<file path="src/rtl/instr_fetch_unit.sv">
// ============================================================================
// Module   : instr_fetch_unit
// Purpose  : Byte-serial instruction fetch with big-endian assembly, a
//            valid/ready decode interface and redirect with in-flight abort.
// Revision : 1.0 - initial release
// ============================================================================
`default_nettype none

module instr_fetch_unit #(
  parameter int                ADDR_W   = 32,
  parameter logic [ADDR_W-1:0] RESET_PC = '0
) (
  input  logic              Clk,
  input  logic              Reset,
  output logic [ADDR_W-1:0] mem_addr,
  output logic              mem_rd_en,
  input  logic [7:0]        mem_rd_data,
  input  logic              mem_rd_valid,
  output logic [31:0]       instr_out,
  output logic [ADDR_W-1:0] instr_pc,
  output logic              instr_valid,
  input  logic              instr_ready,
  input  logic              redirect,
  input  logic [ADDR_W-1:0] redirect_target,
  output logic              misalign
);

  typedef enum logic [1:0] {
    ST_ISSUE = 2'd0,
    ST_WAIT  = 2'd1,
    ST_HOLD  = 2'd2,
    ST_DRAIN = 2'd3
  } state_t;

  state_t            state_q, state_d;
  logic [ADDR_W-1:0] pc_q, pc_d;
  logic [1:0]        k_q, k_d;
  logic [31:0]       instr_q, instr_d;
  logic [ADDR_W-1:0] instr_pc_q, instr_pc_d;
  logic              misalign_q, misalign_d;
  logic              req_outstanding;

  always_ff @(posedge Clk) begin
    if (!Reset) begin
      state_q    <= ST_ISSUE;
      pc_q       <= RESET_PC;
      k_q        <= 2'd0;
      instr_q    <= 32'd0;
      instr_pc_q <= RESET_PC;
      misalign_q <= 1'b0;
    end else begin
      state_q    <= state_d;
      pc_q       <= pc_d;
      k_q        <= k_d;
      instr_q    <= instr_d;
      instr_pc_q <= instr_pc_d;
      misalign_q <= misalign_d;
    end
  end

  // A read is still owed to us after this edge if we issue now, or if we are
  // waiting/draining and the response has not shown up yet.
  assign req_outstanding = (state_q == ST_ISSUE) ||
                           (((state_q == ST_WAIT) || (state_q == ST_DRAIN)) && !mem_rd_valid);

  always_comb begin
    state_d    = state_q;
    pc_d       = pc_q;
    k_d        = k_q;
    instr_d    = instr_q;
    instr_pc_d = instr_pc_q;
    misalign_d = redirect && (redirect_target[1:0] != 2'b00);

    case (state_q)
      ST_ISSUE: state_d = ST_WAIT;
      ST_WAIT: begin
        if (mem_rd_valid) begin
          // Lane 3-k holds byte k; for a 2-bit k that lane index is ~k.
          instr_d[{~k_q, 3'b000} +: 8] = mem_rd_data;
          if (k_q == 2'd3) begin
            state_d    = ST_HOLD;
            instr_pc_d = pc_q;
          end else begin
            k_d     = k_q + 2'd1;
            state_d = ST_ISSUE;
          end
        end
      end
      ST_HOLD: begin
        if (instr_ready) begin
          pc_d    = pc_q + ADDR_W'(4);
          k_d     = 2'd0;
          state_d = ST_ISSUE;
        end
      end
      ST_DRAIN: begin
        if (mem_rd_valid) state_d = ST_ISSUE;
      end
      default: state_d = ST_ISSUE;
    endcase

    // Redirect overrides everything above; a response landing in DRAIN on the
    // same cycle retires the outstanding read, so we resume issuing.
    if (redirect) begin
      pc_d       = {redirect_target[ADDR_W-1:2], 2'b00};
      k_d        = 2'd0;
      instr_d    = instr_q;
      instr_pc_d = instr_pc_q;
      state_d    = req_outstanding ? ST_DRAIN : ST_ISSUE;
    end
  end

  assign mem_rd_en   = Reset && (state_q == ST_ISSUE);
  assign mem_addr    = pc_q + ADDR_W'(k_q);
  assign instr_valid = (state_q == ST_HOLD);
  assign instr_out   = instr_q;
  assign instr_pc    = instr_pc_q;
  assign misalign    = misalign_q;

endmodule

`default_nettype wire

</file>
<file path="config.mk">
export PLATFORM = sky130hd
export DESIGN_NAME = instr_fetch_unit
export DESIGN_NICKNAME = d
export VERILOG_FILES = /design/src/rtl/instr_fetch_unit.sv
export SDC_FILE = /design/constraint.sdc
export NUM_CORES = 1
export LEC_CHECK = 0
export CAP_MARGIN = 10
export CORE_MARGIN = 10
export CORE_UTILIZATION = 46
export DETAILED_ROUTE_END_ITERATION = 16
export GPL_ROUTABILITY_DRIVEN = 0
export PLACE_DENSITY = 0.87
export REMOVE_ABC_BUFFERS = 1
export SYNTH_ARGS = -nofsm -noshare
export SYNTH_HDL_FRONTEND = slang
export SYNTH_SLANG_ARGS = --single-unit
</file>
<file path="constraint.sdc">
create_clock -name Clk -period 2.24 [get_ports Clk]
set_input_delay 0.448 -clock Clk [delete_from_list [all_inputs] [get_ports Clk]]
set_output_delay 0.448 -clock Clk [all_outputs]
set_load 0.005 [all_outputs]
</file>
==> results.sh <==
export IMPL_cts_tree="built"
export IMPL_postCtsHoldBufs=0
export IMPL_clockBufferDepth=2
export IMPL_combinationalPowerShare_pct=12.4
export IMPL_slew_viol_final=0
export IMPL_synth_cell_type_count=47
export IMPL_fin_crit_ps=2180
export IMPL_yosys_top_cells_area="dfxtp_1 (45%), nand2_1 (10%), a21oi_1 (8.3%), nand3_1 (4.5%), o21ai_0 (3.1%)"
export IMPL_ys_ff_latch=97
export IMPL_vias=4486
export IMPL_remaining_drc_errors=0
export IMPL_rrSetupSlack_ps=170
export IMPL_cp_arrival_ps=1730
export IMPL_wl_per_cell_um=17.3
export IMPL_numCtsBuffers=9
export IMPL_synth_most_common_cell="nand2_1"
export IMPL_core_um2=9150
export IMPL_pin_count=144
export IMPL_finalCritPeriodShare_pct=97.1
export IMPL_wl_um=13900
export IMPL_grt_pass1_wl_um=22100
export IMPL_skew_ps=13.8
export IMPL_initial_utilization_pct=47.0
export IMPL_ys_seq_area_share_pct=45.2
export IMPL_dr_pass1_iters=5
export IMPL_power_frac_seq_pct=54.8
export IMPL_drtIter0Drc=348
export IMPL_ant_nets=0
export IMPL_rsz0062_at_grt="false"
export IMPL_status="finished clean"
export IMPL_antenna_found_initial=0
export IMPL_p_clk_share_pct=32.7
export IMPL_nFillCells=724
export IMPL_grt_total_usage_pct=20.1
export IMPL_synthCells=542
export IMPL_root_buffer="clkbuf_8"
export IMPL_fin_nets=737
export IMPL_dp_hpwl_um=10500
export IMPL_grt_overflow_total=0
export IMPL_clkTransAtPathRegs_ps=90
export IMPL_p_total_mw=3.35
export IMPL_ys_async_sr_fraction_pct=0
export IMPL_timing_slew_headroom_pct=52.4
export IMPL_maxCapViolations=0
export IMPL_finalSetupViolCount=0
export IMPL_netSwitchingFraction_pct=27.5
export IMPL_hp_class="reg2reg"
export IMPL_fp_dieH_um=117
export IMPL_routed_via_density=5.59
export IMPL_first_global_vias=4454
export IMPL_portBuffers=141
export IMPL_cts_sinks=97
export IMPL_synth_cell_area_um2=4300
export IMPL_power_leakage_nw=2.03
export IMPL_ys_flop_type="dfxtp_1"
export IMPL_cp_start_kind="input port"
export IMPL_cts_htree_levels=3
export IMPL_finalHoldViolCount=0
export IMPL_synth_edf_count=0
export IMPL_fmax_mhz=460
export IMPL_clk_latency_ps=370
export IMPL_critical_path_class="in2out"
export IMPL_synth_top_area_share_pct=45.2
export IMPL_placementRows=35
export IMPL_switching_power_mw=0.922
export IMPL_n_antenna_cell=0
export IMPL_irDropWorstVdd_v=0.000367
export IMPL_area_growth_pct=42.2
export IMPL_p_int_mw=2.43
export IMPL_worstMarginPinSlew_ps=714
export IMPL_yosysTopAreaCell="dfxtp_1"
export IMPL_synthTopCellsByCount="nand2_1 (117), dfxtp_1 (97), a21oi_1 (71)"
export IMPL_powerDensity_nw_per_um2=548
export IMPL_worstPathRequired_ps=1790
export IMPL_post_route_cells_drive_above_1_share_pct=8.10
export IMPL_yosysWarnings=0
export IMPL_grt_start_max_net_pins=70
export IMPL_postSynthAreaPerCell_um2=7.93
export IMPL_critPathCaptureType="output port"
export IMPL_fp_dieW_um=117
export IMPL_fin_tns_setup_ps=0
export IMPL_worst_path_max_fanout=2
export IMPL_die_area_um2=13600
## critical path, cell delays in order
cell and delay (ps):
clkdlybuf4s50_1 550, inv_2 60, nor3_1 120, clkdlybuf4s50_1 540
## cell families (layout without fill, tap and decap cells)
group	count (synthesis)	in the layout	synth area share (%)
AOI/OAI and AO/OA	133	133	17.6
xor gates and xnor gates	10	10	2.04
adders and majority gates	6	6	1.75
buffers and inverters	46	194	4.48
DFF	97	97	45.2
muxes	3	3	0.728
other	1	2	0.0873
and+or+nand+nor	246	246	28.2
## metrics by stage
| step | instance area (um2) | util, % | hold slack (ps) | std cells | worst slack (ps) |
|---|---|---|---|---|---|
| after detailed placement | 5920 | 64.7 | 444 | 786 | -269 |
| after global placement | 5920 | 64.7 | 439 | 786 | -206 |
| after floorplan | 4140 | - | 448 | 504 | 39.1 |
| final | 6110 | 66.8 | 455 | 802 | 64.5 |
| after CTS | 6110 | 66.7 | 458 | 802 | 42.4 |
| after global routing | 6110 | 66.8 | 468 | 802 | 4.89 |
## power groups by stage
stage / clock [mW] / combinational (mW) / sequential [mW]
2_1_floorplan: 0 / 0.132 / 1.87
3_3_place_gp: 0 / 0.403 / 1.87
3_5_place_dp: 0 / 0.412 / 1.87
4_1_cts: 1.12 / 0.415 / 1.84
5_1_grt: 1.18 / 0.451 / 1.85
6_report: 1.10 / 0.416 / 1.84
## cell usage in the layout, fill, tap and decap left out, types with 3 or more instances in the layout
| cell type | count |
|---|---|
| a21oi_1 | 71 |
| a311oi_1 | 5 |
| a31oi_1 | 10 |
| and2_1 | 7 |
| and3_1 | 5 |
| and4_1 | 3 |
| buf_4 | 29 |
| clkbuf_8 | 9 |
| clkdlybuf4s50_1 | 141 |
| dfxtp_1 | 97 |
| ha_1 | 6 |
| inv_1 | 6 |
| nand2_1 | 117 |
| nand3_1 | 39 |
| nand4_1 | 7 |
| nor2_1 | 15 |
| nor3_1 | 9 |
| nor3b_1 | 4 |
| nor4_1 | 7 |
| o21ai_0 | 27 |
| o31a_1 | 4 |
| o31ai_1 | 10 |
| or2_2 | 3 |
| or3_1 | 8 |
| or4_1 | 10 |
| xnor2_1 | 6 |
| xor2_1 | 4 |
## flip-flops by register name, indices dropped and copies added (netlist names)
| name | count |
|---|---|
| instr_out | 32 |
| instr_pc | 30 |
| pc_q | 30 |
| k_q | 2 |
| state_q | 2 |
| misalign | 1 |
## area by class of cell
class	instances	area, um2	area share [%]
clock buffers	9	124	2.03
clock inverters	7	60.1	0.983
inverters	7	26.3	0.430
multi-input cells	400	2170	35.5
flip-flops and latches	97	1940	31.8
well taps	111	139	2.27
repair buffers	171	1650	27.0
## metal layers
metal / track usage (%) / wire length [um]
met1: 22.8 / 5490
met2: 33.7 / 6590
met3: 8.22 / 1640
met4: 6.67 / 183
met5: 0 / 0
## repair_timing
item                                    in CTS  in global routing
setup buffers                                0                  0
gates resized for setup                      0                  1
endpoints found under the setup margin       0                  1
hold endpoints to repair                     0                  0
## path summary, 6_finish.rpt
path	start	end	depth (start not counted)
hold reg to reg	instr_out[24]	instr_out[24]	2
setup / recovery	Reset	mem_rd_en	4
hold / removal	instr_out[24]	instr_out[24]	2
setup reg to reg	pc_q[4]	pc_q[27]	4
Power figures use the tool's default switching activity.
